**src/rtl/bit_serializer.sv**
```systemverilog
// Parallel-to-serial converter: a small word FIFO feeds a shift register that
// advances one bit each time the phase clock toggles `next`.
module bit_serializer #(
    parameter int BYTE_WIDTH = 8,
    parameter int FIFO_DEPTH = 4,
    parameter int LSB_FIRST  = 1,
    parameter int IDLE_BIT   = 0
) (
    input  logic                          clock,
    input  logic                          reset_n,
    input  logic [BYTE_WIDTH-1:0]         in_data,
    input  logic                          in_valid,
    output logic                          in_ready,
    input  logic                          next,
    output logic                          data,
    output logic                          busy,
    output logic                          underrun,
    output logic [$clog2(FIFO_DEPTH):0]   fifo_count
);
    localparam int   AW      = $clog2(FIFO_DEPTH);
    localparam int   CW      = AW + 1;
    localparam int   IW      = (BYTE_WIDTH > 1) ? $clog2(BYTE_WIDTH) : 1;
    localparam logic LP_IDLE = (IDLE_BIT != 0);

    typedef enum logic {S_IDLE, S_ACTIVE} state_t;

    logic [BYTE_WIDTH-1:0] r_mem [FIFO_DEPTH];
    logic [AW-1:0]         r_wptr, r_rptr;
    logic [CW-1:0]         r_count;
    logic                  r_next_q;
    state_t                r_state;
    logic [BYTE_WIDTH-1:0] r_shift;
    logic [IW-1:0]         r_idx;
    logic                  r_data, r_busy, r_underrun;

    logic                  w_req, w_push, w_pop, w_empty, w_last;
    logic [BYTE_WIDTH-1:0] w_head, w_shift_nxt;
    logic                  w_head_first, w_shift_bit;

    assign w_req   = next ^ r_next_q;
    assign w_empty = (r_count == '0);
    assign w_last  = (r_idx == IW'(BYTE_WIDTH - 1));
    // in_ready looks only at the registered count, so a same-cycle pop never
    // opens a slot in a full FIFO.
    assign in_ready = (r_count < CW'(FIFO_DEPTH));
    assign w_push   = in_valid & in_ready;
    assign w_pop    = w_req & ~w_empty & ((r_state == S_IDLE) | w_last);
    assign w_head   = r_mem[r_rptr];

    assign w_head_first = (LSB_FIRST != 0) ? w_head[0] : w_head[BYTE_WIDTH-1];
    assign w_shift_nxt  = (LSB_FIRST != 0) ? (r_shift >> 1) : (r_shift << 1);
    assign w_shift_bit  = (LSB_FIRST != 0) ? w_shift_nxt[0] : w_shift_nxt[BYTE_WIDTH-1];

    always_ff @(posedge clock) begin
        if (reset_n && w_push) r_mem[r_wptr] <= in_data;
    end

    always_ff @(posedge clock) begin
        if (!reset_n) begin
            r_wptr  <= '0;
            r_rptr  <= '0;
            r_count <= '0;
        end else begin
            if (w_push) r_wptr <= r_wptr + 1'b1;
            if (w_pop)  r_rptr <= r_rptr + 1'b1;
            case ({w_push, w_pop})
                2'b10:   r_count <= r_count + 1'b1;
                2'b01:   r_count <= r_count - 1'b1;
                default: r_count <= r_count;
            endcase
        end
    end

    // next_q tracks next even in reset so leaving reset never fakes a request.
    always_ff @(posedge clock) r_next_q <= next;

    always_ff @(posedge clock) begin
        if (!reset_n) begin
            r_state    <= S_IDLE;
            r_shift    <= '0;
            r_idx      <= '0;
            r_data     <= LP_IDLE;
            r_busy     <= 1'b0;
            r_underrun <= 1'b0;
        end else begin
            r_underrun <= 1'b0;
            case (r_state)
                S_IDLE: begin
                    if (w_req && !w_empty) begin
                        r_shift <= w_head;
                        r_idx   <= '0;
                        r_data  <= w_head_first;
                        r_busy  <= 1'b1;
                        r_state <= S_ACTIVE;
                    end
                end
                S_ACTIVE: begin
                    if (w_req) begin
                        if (!w_last) begin
                            r_shift <= w_shift_nxt;
                            r_idx   <= r_idx + 1'b1;
                            r_data  <= w_shift_bit;
                        end else if (!w_empty) begin
                            r_shift <= w_head;
                            r_idx   <= '0;
                            r_data  <= w_head_first;
                        end else begin
                            r_idx      <= '0;
                            r_data     <= LP_IDLE;
                            r_busy     <= 1'b0;
                            r_underrun <= 1'b1;
                            r_state    <= S_IDLE;
                        end
                    end
                end
                default: r_state <= S_IDLE;
            endcase
        end
    end

    assign data       = r_data;
    assign busy       = r_busy;
    assign underrun   = r_underrun;
    assign fifo_count = r_count;
endmodule
```
**config.mk**
```make
export PLATFORM = sky130hd
export DESIGN_NAME = bit_serializer
export DESIGN_NICKNAME = d
export VERILOG_FILES = /design/src/rtl/bit_serializer.sv
export SDC_FILE = /design/constraint.sdc
export NUM_CORES = 1
export LEC_CHECK = 0
export BUFFER_PORTS_ARGS = -buffer_cell sky130_fd_sc_hd__buf_2
export CORE_MARGIN = 2
export CORE_UTILIZATION = 30
export DETAILED_ROUTE_END_ITERATION = 16
export PLACE_DENSITY = 0.44
export RECOVER_POWER = 25
export SLEW_MARGIN = 0
export SYNTH_ARGS = -nofsm -noshare
export SYNTH_HDL_FRONTEND = slang
export SYNTH_SLANG_ARGS = --single-unit
```
**constraint.sdc**
```tcl
create_clock -name clock -period 4.2 [get_ports clock]
set_input_delay 1.05 -clock clock [delete_from_list [all_inputs] [get_ports clock]]
set_output_delay 1.05 -clock clock [all_outputs]
set_load 0.02 [all_outputs]
```
# After elaboration in Yosys (flattened, before gate mapping)
# Memory sizes are Yosys's and may differ from the RTL's. A register that Yosys moved wholly into a read port is not among the register bits.
# Cells that the tools add are included.
op_classes:
  n_addsub: 5
  magnitude_cmp: 1
  n_eq_ne: 8
  muxes: 30
  bitwise_logic: 7
  n_reduce_logical: 9
ops:
  columns: ["cell", "n"]
  rows:
  - ["$mux W8", 4]
  - ["$pmux W8 S2", 1]
  - ["$mux W1", 15]
  - ["$pmux W3 S2", 2]
  - ["$mux W3", 3]
  - ["$ne A2 B1 Y1 const B", 4]
  - ["$reduce_and A4 Y1", 2]
  - ["$add A3 B1 Y3 const B", 2]
  - ["$pmux W1 S2", 3]
  - ["$add A2 B1 Y2 const B", 2]
  - ["$mux W2", 2]
  - ["$and A1 B1 Y1", 3]
  - ["$eq A3 B3 Y1 const B", 1]
  - ["$logic_not A3 Y1", 1]
  - ["$lt A3 B3 Y1 const B", 1]
  - ["$ne A3 B3 Y1 const B", 1]
  - ["$reduce_and A3 Y1", 1]
  - ["$sub A3 B1 Y3 const B", 1]
  - ["$eq A2 B1 Y1 const B", 1]
  - ["$eq A2 B2 Y1 const B", 1]
  - ["$logic_and A1 B1 Y1", 2]
  - ["$not A1 Y1", 2]
  - ["$reduce_and A2 Y1", 1]
  - ["$reduce_bool A2 Y1", 1]
  - ["3 further kinds", 3]
totals:
  reg_bits: 23
  ramBits: 32
  in_bits: 12
  output_inout_bits: 7
  elab_cells: 71
  mem_count: 1
memory_table:
  columns: ["name", "words", "width", "rd", "rd_ports_with_merged_regs", "write_ports", "line", "text"]
  rows:
  - ["r_mem", 4, 8, 1, 1, 1, "27", "logic [BYTE_WIDTH-1:0] r_mem [FIFO_DEPTH];"]

# Logic depth before layout (Yosys ltp)
logic_depth:
  word_depth: 6
  depth_mapped: 11
  depth_no_buf: 10

# Least setup slack after synthesis
# Ideal clock, no wire load.
synth_path:
  path_type: "input to register"
  from: "in next"
  to: "reg r_count[2], in the netlist fifo_count[2]"
  setup_ns: 0.070
  t_arrival_ns: 2.646
  required_ns: 4.130
  path_slack_ns: 1.484
  path_stages: 8
  n_path_buf: 0
  cell_sequence: "xnor2_2 > nor3_4 > ha_1 > inv_1 > fa_1 > xor2_1 > or3_1 > a21boi_1"
synth_between:
  elab_chain_cells: 5
  word_cells_on_any_way: 7
  classes_between: "eq/ne (2); mux (1); bitwise (3); reduce/logical (1)"
synth_lines:
  columns: ["element", "line", "text"]
  rows:
  - ["start: declaration", "14", "input logic next,"]
  - ["$xor A1 B1 Y1 *", "40", "assign w_req = next ^ r_next_q;"]
  - ["$and A1 B1 Y1 * (2 in a row)", "47", "assign w_pop = w_req & ~w_empty & ((r_state == S_IDLE) | w_last);"]
  - ["$eq A2 B1 Y1 or $eq A2 B2 Y1 (tied branches)", "66", "case ({w_push, w_pop})"]
  - ["$pmux W3 S2 or $reduce_bool A2 Y1 (tied branches)", null, null]
  - ["end signal: assignment", "67", "2'b10: r_count <= r_count + 1'b1;"]
  - ["end signal: assignment", "68", "2'b01: r_count <= r_count - 1'b1;"]
  - ["end signal: assignment", "69", "default: r_count <= r_count;"]
  - ["end: declaration", "29", "logic [CW-1:0] r_count;"]
# Every way passes the cells marked *; elsewhere a longest branch is shown, timed or not.
# A chain may end at the register's enable or synchronous reset.

# Worst setup path in the final report
# Ends and elaborated chain as after synthesis.

==> impl_metrics.tcl <==
set metrics [dict create \
    cp_slowest_cell "fa_1" \
    p_leak_nw 0.893 \
    setup_viol_count_final 0 \
    yosys_warnings 0 \
    nets 207 \
    yosys.area.top_type_share_pct 41.7 \
    switchingPower_mw 0.481 \
    hold_slack_ns 0.460 \
    wl_met2_um 2030 \
    final_hold_viol_count 0 \
    crit_chain "clkbuf_1, xnor2_2, nor3_4, ha_1, inv_1, fa_1, xor2_1, or3_1, a21boi_1" \
    dr_wl_met3_um 113 \
    design_area_um2 2560 \
    dp_hpwl_um 2840 \
    start_util_pct 31.4 \
    required_ns 4.45 \
    cts.sinks 56 \
    routed.top_layer "met4" \
    rsz0062_at_grt "no" \
    synth.area.top_cells "edfxtp_1, dfxtp_1, mux4_2" \
    drv_slew 0 \
    htreeDepth 2 \
    route.detailed.drc 0 \
    firstDrtPassIters 3 \
    postCtsSetupRepairBufs 0 \
    swShare_pct 33.3 \
    wl_met1_um 1920 \
    gr-total-overflow 0 \
    die_w_um 91.6 \
    min_period_ns 2.71 \
    crit_type "in2reg" \
    startpoint_type "input port" \
    num-fill-cells 703 \
    fp.dieH_um 91.6 \
    clk_latency_ns 0.31 \
    io_pins 19 \
    min_delay_path_depth 2 \
    yosysTopAreaCell "edfxtp_1" \
    p_comb_share_pct 27.5 \
    synth-seq-area-share_pct 62.6 \
    grt_start_max_net_pins 28 \
    area_growth_pct 11.2 \
    synth_simple_gate_area_share_pct 12.1 \
    clkPwrFrac_pct 20.5 \
    io_buffer_count 18 \
    cts_made_buffers 5 \
    ir_drop_v 0.000174 \
    ys_types 37 \
    cts_buffer_depth 2 \
    placed_area_um2 2480 \
    core_area_um2 7330 \
    critPathMaxFanout 5 \
    die_area_um2 8390 \
    synth-main-ff-cell "edfxtp_1" \
    holdCritPathClass "reg2reg" \
    synth_fa_ha_area_share_pct 4.67 \
    synth_edf_count 32 \
    maxCapViolations 0 \
    grt_pass1_vias 1378 \
    min_period_over_period_pct 64.4 \
    internal_power_mw 0.964 \
    cts_tree "built" \
    synth_top_family_by_area "simple AND/OR/NAND/NOR gates" \
    crit_path_end_kind "flip-flop" \
    grt_pass1_wl_um 6800 \
    p_per_area_nw_per_um2 564 \
    seqPwrFrac_pct 52.0 \
    fin_skew_ns 0.00453 \
    vias 1301 \
    worst_pin_slew_ns 0.665 \
    num_rows 31 \
    cts_hold_buf 0 \
    avgSynthCellArea_um2 13.6 \
    finalSetupTns_ns 0 \
    clk_pin_slew_ns 0.10 \
    yosysMostFrequentCell "edfxtp_1" \
    slowest_delay_ns 0.37 \
    maxSlewHeadroom_pct 55.6 \
    detail-route-antenna-nets 0 \
    max_freq_mhz 370 \
    synth-seq-cells 56 \
    synth-compound-area-share_pct 6.68 \
    syn_area_um2 2300 \
    synthMuxAreaShare_pct 8.42 \
    status "completed" \
    cts_resized 0 \
    synth_nets 189 \
    grt_use_total_pct 10.7 \
    critPathArrivalTime_ns 2.95 \
    ff2ff_path_depth 10 \
    synth_cells 169 \
    power_mw 1.45 \
    drt_iter0_markers 54 \
    synthXorXnorAreaFrac_pct 2.61 \
    vias_per_cell 4.53 \
    async_flop_share_pct 0 \
    ys_top_cells_by_count "edfxtp_1, dfxtp_1, nand2_1" \
    clock-root-buffer "clkbuf_8" \
    wl_per_cell_um 14.4 \
    finalWirelength_um 4120 \
    drive_gt1_share_pct 17.0 \
    antenna_cells 0 \
    antenna_found_initial 0 \
    place.gp.congestion 0.736 \
]
[final timing paths]
check,from,end,slack (ns)
setup / recovery,next,fifo_count[2],1.49
setup reg to reg,r_idx[0],fifo_count[2],1.62
hold reg to reg,data,data,0.46
hold / removal,data,data,0.46
[logic make-up (layout without fill, tap and decap cells)]
family          count (synthesis)  in the layout
buf+inv                        14             33
flops                          56             56
fa+ha+maj                       8              8
mux                             9              9
xor+xnor                        6              6
compound gates                 26             26
simple gates                   50             50
[power groups by stage]
stage | Clock [mW] | Sequential, mW | Combinational [mW]
floorplan | 0 | 0.748 | 0.327
global placement | 0 | 0.763 | 0.393
detailed placement | 0 | 0.767 | 0.405
CTS | 0.311 | 0.755 | 0.406
global route | 0.332 | 0.768 | 0.453
finish | 0.297 | 0.751 | 0.397
[layout by cell type, fill, tap and decap left out]
cell	synthesis	routed
edfxtp_1	32	32
dfxtp_1	24	24
nand2_1	20	20
buf_2	2	11
nor2b_1	7	7
mux4_2	7	7
ha_1	7	7
clkbuf_1	3	7
and2_1	6	6
a31oi_1	6	6
inv_1	5	5
and3_1	5	5
o21ai_0	5	5
o21ai_1	5	5
clkbuf_8	0	5
a21oi_1	4	4
xor2_1	3	3
a21boi_1	3	3
inv_2	2	2
nor3_1	2	2
xnor2_1	2	2
nor2_1	2	2
a22oi_1	2	2
clkinvlp_4	0	2
xnor2_2	1	1
nor3_4	1	1
nand2b_1	1	1
mux2i_1	1	1
or3_1	1	1
nor4_1	1	1
or2_1	1	1
nor4b_2	1	1
a32oi_1	1	1
nor3_2	1	1
or2b_1	1	1
mux4_1	1	1
fa_1	1	1
clkinv_4	0	1
[area by class of cell]
type	instances	area, um^2	share of cell area (%)
well taps	99	124	4.84
clock inverters	3	23.8	0.929
multi-input cells	99	795	31.0
inverters	7	26.3	1.03
flip-flops and latches	56	1440	56.3
repair buffers	18	81.3	3.18
clock buffers	5	68.8	2.69
[worst max-delay path, delay by kind of cell]
kind | cells | cell delay (ns)
fa+ha+maj | 2 | 0.60
simple gates | 2 | 0.59
xor+xnor | 2 | 0.37
buf+inv | 2 | 0.19
compound gates | 1 | 0.15
[flip-flops by register name, summed over array words and instances (netlist names), named ones only]
register    flops
busy            1
r_rptr          2
r_wptr          2
r_state         1
fifo_count      3
r_next_q        1
underrun        1
r_idx           3
r_shift         7
r_mem          32
data            1
[per-layer routing]
layer	up-vias	global-route usage, %
met3	5	2.82
met4	0	3.41
met2	17	18.0
li1	643	-
met1	636	13.2
met5	-	0
[stage by stage]
step / std cells / util (%) / setup WS [ns]
floorplan: 169 / - / 1.48
global placement: 279 / 33.8 / 1.26
detailed placement: 279 / 33.8 / 1.17
CTS: 287 / 35.0 / 1.50
global route: 287 / 34.9 / 1.34
finish: 287 / 34.9 / 1.49
(Power assumes the default switching activity.)
